$ cat src/rtl/operand_pkg.sv
// Shared definitions for the operand capture path: default widths and FSM state encoding.
package operand_pkg;
  localparam int WIDTH_DEF = 2;
  localparam int CNT_W_DEF = 4;

  typedef enum logic [1:0] {
    LOAD_A = 2'b00,
    LOAD_B = 2'b01,
    READY  = 2'b10
  } state_t;
endpackage

$ cat src/rtl/rise_detect.sv
// Rising-edge detector: registers the level input and pulses 'rise' for one cycle on 0->1.
// Zero latency from input to pulse; no backpressure (a level held high yields one pulse).
module rise_detect (
  input  logic clk,
  input  logic rst,
  input  logic level,
  output logic rise
);
  logic level_q;

  always_ff @(posedge clk) begin
    if (rst) level_q <= 1'b0;
    else     level_q <= level;
  end

  // Cleared history makes a level already high right after reset count as a rise.
  assign rise = level & ~level_q;
endmodule

$ cat src/rtl/operand_loader.sv
// Captures operand A then B from a shared bus, one per load press; holds the pair valid until ack.
// din captured on the edge where load is first seen high; pair held until ack, clear or a new press.
module operand_loader
  import operand_pkg::*;
#(
  parameter int WIDTH = WIDTH_DEF,
  parameter int CNT_W = CNT_W_DEF
) (
  input  logic             clk,
  input  logic             rst,
  input  logic [WIDTH-1:0] din,
  input  logic             load,
  input  logic             ack,
  input  logic             clear,
  output logic [WIDTH-1:0] a,
  output logic [WIDTH-1:0] b,
  output logic             valid,
  output logic             busy,
  output logic [1:0]       state,
  output logic [CNT_W-1:0] pair_cnt
);
  state_t           state_q, state_n;
  logic [WIDTH-1:0] a_q, a_n, b_q, b_n;
  logic [CNT_W-1:0] cnt_q, cnt_n;
  logic             valid_q, busy_q;
  logic             load_rise;

  rise_detect u_load_rise (
    .clk   (clk),
    .rst   (rst),
    .level (load),
    .rise  (load_rise)
  );

  always_comb begin
    state_n = state_q;
    a_n     = a_q;
    b_n     = b_q;
    cnt_n   = cnt_q;
    if (clear) begin
      state_n = LOAD_A;
      a_n     = '0;
      b_n     = '0;
    end else begin
      case (state_q)
        LOAD_A: begin
          if (load_rise) begin
            a_n     = din;
            state_n = LOAD_B;
          end
        end
        LOAD_B: begin
          if (load_rise) begin
            b_n     = din;
            cnt_n   = cnt_q + CNT_W'(1);
            state_n = READY;
          end
        end
        READY: begin
          // A new press restarts the pair and wins over a same-cycle ack.
          if (load_rise) begin
            a_n     = din;
            state_n = LOAD_B;
          end else if (ack) begin
            state_n = LOAD_A;
          end
        end
        default: state_n = LOAD_A;
      endcase
    end
  end

  always_ff @(posedge clk) begin
    if (rst) begin
      state_q <= LOAD_A;
      a_q     <= '0;
      b_q     <= '0;
      cnt_q   <= '0;
      valid_q <= 1'b0;
      busy_q  <= 1'b0;
    end else begin
      state_q <= state_n;
      a_q     <= a_n;
      b_q     <= b_n;
      cnt_q   <= cnt_n;
      valid_q <= (state_n == READY);
      busy_q  <= (state_n == LOAD_B);
    end
  end

  assign a        = a_q;
  assign b        = b_q;
  assign valid    = valid_q;
  assign busy     = busy_q;
  assign state    = state_q;
  assign pair_cnt = cnt_q;
endmodule
$ cat config.mk
export PLATFORM = sky130hd
export DESIGN_NAME = operand_loader
export DESIGN_NICKNAME = d
export VERILOG_FILES = /design/src/rtl/operand_pkg.sv /design/src/rtl/rise_detect.sv /design/src/rtl/operand_loader.sv
export SDC_FILE = /design/constraint.sdc
export NUM_CORES = 1
export LEC_CHECK = 0
export CAP_MARGIN = 20
export CORE_MARGIN = 4
export CORE_UTILIZATION = 39
export CTS_BUF_LIST = sky130_fd_sc_hd__clkbuf_2
export CTS_CLUSTER_SIZE = 14
export DETAILED_ROUTE_END_ITERATION = 7
export PLACE_DENSITY_LB_ADDON = 0.15
export SLEW_MARGIN = 20
export SYNTH_ARGS = -nofsm -noshare
export SYNTH_HDL_FRONTEND = slang
export SYNTH_HIERARCHICAL = 1
export SYNTH_SLANG_ARGS = --single-unit
$ cat constraint.sdc
create_clock -name clk -period 1.3 [get_ports clk]
set_input_delay 0.39 -clock clk [delete_from_list [all_inputs] [get_ports clk]]
set_output_delay 0.39 -clock clk [all_outputs]
set_load 0.1 [all_outputs]
# Yosys cells after proc, flatten, opt, wreduce, memory -nomap -nowiden
# Index checks and enable logic that the tools add are counted.
dict set report totals {
  reg_bits 13
  in_bits 7
  output_inout_bits 12
  wordCells 27
}
dict set report classes {
  add_sub_neg 1
  eq_ne 4
  n_mux 6
  bitwise 3
  n_reduce_logical 6
}
# cell n
set op_table {}
lappend op_table {{$mux 2} 5}
lappend op_table {{$pmux 2 s3} 1}
lappend op_table {{$add 4x1->4 const B} 1}
lappend op_table {{$eq 2x1->1 const B} 2}
lappend op_table {{$eq 2x2->1 const B} 2}
lappend op_table {{$reduce_and 2->1} 2}
lappend op_table {{$reduce_or 2->1} 2}
lappend op_table {{$reduce_and 3->1} 1}
lappend op_table {{$logic_not 2->1} 1}
lappend op_table {{$not 1->1} 2}
lappend op_table {{$and 1x1->1} 1}

# Depth between registers and ports, before layout
dict set report depth {
  ltp_word 6
  depth_mapped 4
  mapped_depth_nobuf 4
}

# Cells and area by module
# The synthesis kept the hierarchy.
# module instances cells_each area_each_um2 seq_area_each_um2
set modules_own_cells {}
lappend modules_own_cells {operand_loader 1 45 470.5 240.2}
lappend modules_own_cells {rise_detect 1 3 47.5 20.0}

# Least setup slack after synthesis
# No wires, ideal clock.
dict set report synth_path {
  path_kind {reg2reg}
  from {reg state_q[0] (netlist: state[0])}
  to {reg cnt_q[3] (netlist: pair_cnt[3])}
  t_arrival_ps 1816
  required_ps 1230
  path_slack_ps -586
  stages_incl_launch_ff 4
  cell_sequence {dfxtp_1 -> nand3b_4 -> or4_1 -> a21oi_1}
}
dict set report synth_via {
  elab_chain_len 2
}
# element line
set synth_lines {}
lappend synth_lines {{from (decl)} operand_loader.sv:22} ;# state_t state_q, state_n;
lappend synth_lines {{from (signal assigned)} operand_loader.sv:82} ;# state_q <= state_n;
lappend synth_lines {{$eq 2x1->1} operand_loader.sv:45} ;# case (state_q)
lappend synth_lines {{$reduce_and 3->1 (no line)} n/a}
lappend synth_lines {{to (signal assigned)} operand_loader.sv:85} ;# cnt_q <= cnt_n;
lappend synth_lines {{to (decl)} operand_loader.sv:24} ;# logic [CNT_W-1:0] cnt_q, cnt_n;
# Every way passes these cells.
# A chain may end at the register's enable or synchronous reset.

# Final worst setup path
dict set report layout_path {
  from {reg state_q[0] (netlist: state[0])}
  to {out state[0]}
}
# element line
set layout_lines {}
lappend layout_lines {{to (decl)} operand_loader.sv:19} ;# output logic [1:0] state,
# No word-level cell between the ends.

==> key figures <==
Critical path
  • Critical Path Sink: state[0]
  • Reg2reg start: u_load_rise/level_q
  • WS Path Type: reg -> out
  • Crit path from: state[0]
  • Cell family with most CP delay: flip-flops
  • Worst Path Buf+Inv: 1
  • FF-to-FF End: pair_cnt[2]
  • Worst path depth: 1
  • Slowest cell on the critical path: dfxtp_4
  • Critical Path Max Stage Delay: 0.41 ns
  • Register-to-Register Path Depth: 4
  • Worst EP required: 0.91 ns
  • CP Capture Type: output port
  • Crit path cell chain: buf_12
  • Crit Path Max Fanout: 6
  • Startpoint Class: flop
  • Crit path DAT: 0.84 ns
  • Reg2Reg Setup Slack: 0.11 ns

Global routing
  • First-pass GRT wire length: 1790 um
  • Gr ovfl total: 0
  • Initial antenna violation count: 0
  • Vias in the first global route: 419
  • Largest net degree at the start of global routing: 9
  • Gr usage total: 12.4%

Logic synthesis
  • Synthesized Nets: 56
  • Primary FF master, synth: dfxtp_1
  • Simple-Gate Fraction of Synth Area: 26.3%
  • Largest cells by area after synthesis: dfxtp_1, mux2i_1, a21oi_1, nor2b_4, nor2_1
  • Distinct cell type count after synthesis: 20
  • Adder-cell share of the synthesized area: 2.42%
  • Multiplexer area fraction after synthesis: 7.73%
  • Area share of the largest cell type after synthesis: between 50% and 60%
  • Synthesized area: 518 um2
  • Post-synth EDFFs: 0
  • Syn Inst Count: between 40 and 50
  • FFs w/ async S/R, synth: 0%
  • Complex-gate fraction of the synthesized area: 10.9%
  • Synth area leader: dfxtp_1
  • Avg Inst Size Synth: around 11 um2
  • Count leader, synth: dfxtp_1
  • Largest family of logic cells by synthesized area: simple AND/OR/NAND/NOR gates
  • Synth Warn #: 6
  • Post-synthesis xor/xnor area fraction: ~1.7%
  • Seq/Total Area, Yosys: roughly 50%
  • Seq cells post-synth: 13
  • Most frequent cells after synthesis: dfxtp_1, a21oi_1, nor2_1

Drt
  • DRT Pass-1 Iters: 1
  • WL final: 1070 um
  • DR vias: 432
  • DRC: 0
  • Routed len/inst: 12.2 um
  • DR iter-0 viols: 0
  • Routed Antenna Nets: 0
  • Vias/cell: 4.91

Layout
  • Nets@finish: 83
  • Share of layout cells above drive strength 1: 58.1%
  • P&R area growth vs syn: 80.4%
  • Fill cells: 76
  • N_diodes: 0

Clocking
  • Root Driver: clkbuf_2
  • Cts hold-fix bufs: 0
  • Clock latency at the later pin of the worst-skew pair: 0.26 ns
  • CTS sink count: 13
  • CTS max path bufs: 2
  • CTS tree: done
  • H-tree depth: 1
  • Worst-path clk slew: 0.13 ns
  • Inserted Clock Buffers: 3

Placement
  • Port Buf Inserts: 18
  • Final Wtd Congestion: slightly above 0.7
  • Detail Placement HPWL: 869 um
  • DP Worst Slack: -0.528 ns

Timing
  • FMAX: 0.810 GHz
  • Worst Skew: roughly 0.008 ns
  • Worst setup margin: about 0.065 ns
  • Final setup violation count: 0
  • Setup Total Neg Slack: 0 ns
  • Tmin final: 1.23 ns
  • Worst slew pin tran: 0.207 ns
  • Hold Violations, Final: 0
  • Max_slew headroom: 86.2%
  • Pins Over Slew Limit: 0
  • RSZ-0062 raised after global routing: no
  • Period utilization: 95.0%

Worst hold path
  • Worst Hold Class: in -> reg
  • Hold Path Stages: 3

Die
  • Rows: 12
  • Die width: between 40 and 50 um
  • Core area: 1170 um2
  • Vert. Die Dim: 44.4 um
  • I/O Pins: 19
  • Initial Util: approximately 44%
  • Die Area: slightly below 2000 um2

Outcome
  • Status: finished clean

Flow run
  • Max_cap viols: 0

Power
  • Max VDD drop: 0.000628 V
  • P_leak: 0.000410 uW
  • Power per Cell Area: slightly above 800 nW/um2
[per-layer routing]
layer / vias up / routed length (um) / GRT usage (%)
met5: - / 0 / 0
met4: 0 / 6 / 9.04
met3: 2 / 67 / 2.85
met2: 11 / 519 / 20.9
met1: 193 / 479 / 13.4
li1: 226 / - / -
[kinds of logic (layout without fill, tap and decap cells)]
| group | Yosys count | in the layout |
|---|---|---|
| buffers and inverters | 1 | 27 |
| AOI/OAI and AO/OA | 10 | 10 |
| adders and majority gates | 1 | 1 |
| xor gates and xnor gates | 1 | 1 |
| and+or+nand+nor | 18 | 18 |
| DFF | 13 | 13 |
| muxes | 4 | 4 |
[where the power goes]
part           total, uW  internal, uW  switching (uW)
Combinational        137          63.7            73.6
Clock                208          81.6             126
Sequential           407           398            9.19
Total                752           543             209
[cell usage in the layout, fill, tap and decap left out, drive strengths merged, types with 2 or more instances in the layout]
cell | netlist | final
dfxtp | 13 | 13
nor2b | 2 | 2
mux2i | 4 | 4
clkbuf | 1 | 4
nand2b | 2 | 2
nor2 | 6 | 6
clkdlybuf4s50 | 0 | 4
a21oi | 7 | 7
buf | 0 | 17
[through the flow]
step                      hold WS [ns]  utilization (%)  cells  power [uW]  cell area [um2]
after CTS                        0.474             79.5     88         764              931
after global placement           0.477             76.7     84         551              898
after global routing             0.442             79.8     88         789              935
after detailed placement         0.484             76.7     84         553              898
after floorplan                  0.449                -     48         486              547
final                            0.458             79.8     88         752              935
[registers in the layout (all words and copies together), names as in the netlist]
name and cells:
pair_cnt 4, a 2, b 2, state 2, busy 1, u_load_rise/level_q 1, valid 1
[final cells by class]
type,instances,area [um2],share of cell area (%)
sequential,13,287,30.7
clock buffer,4,20.0,2.14
multi-input combinational,34,272,29.0
timing repair buffer,23,339,36.3
tap,14,17.5,1.87
[worst min path at each step]
stage | start | to | slack (ns)
finish | clear | pair_cnt[3] | 0.46
CTS | load | u_load_rise/level_q | 0.47
detailed placement | pair_cnt[3] | pair_cnt[3] | 0.48
global route | clear | pair_cnt[3] | 0.44
global placement | pair_cnt[3] | pair_cnt[3] | 0.48
floorplan | rst | pair_cnt[1] | 0.45
[what timing repair did]
item                                    CTS  global route
endpoints found under the setup margin   12             5
setup buffers                             1             1
resized for setup                         5             2
pin swaps                                 6             1
[worst min-delay path: stages]
cell and delay (ns):
dlymetal6s2s_1 0.13, or4_1 0.13, a21oi_1 0.05
No activity file was read; power rests on OpenSTA's default activity.
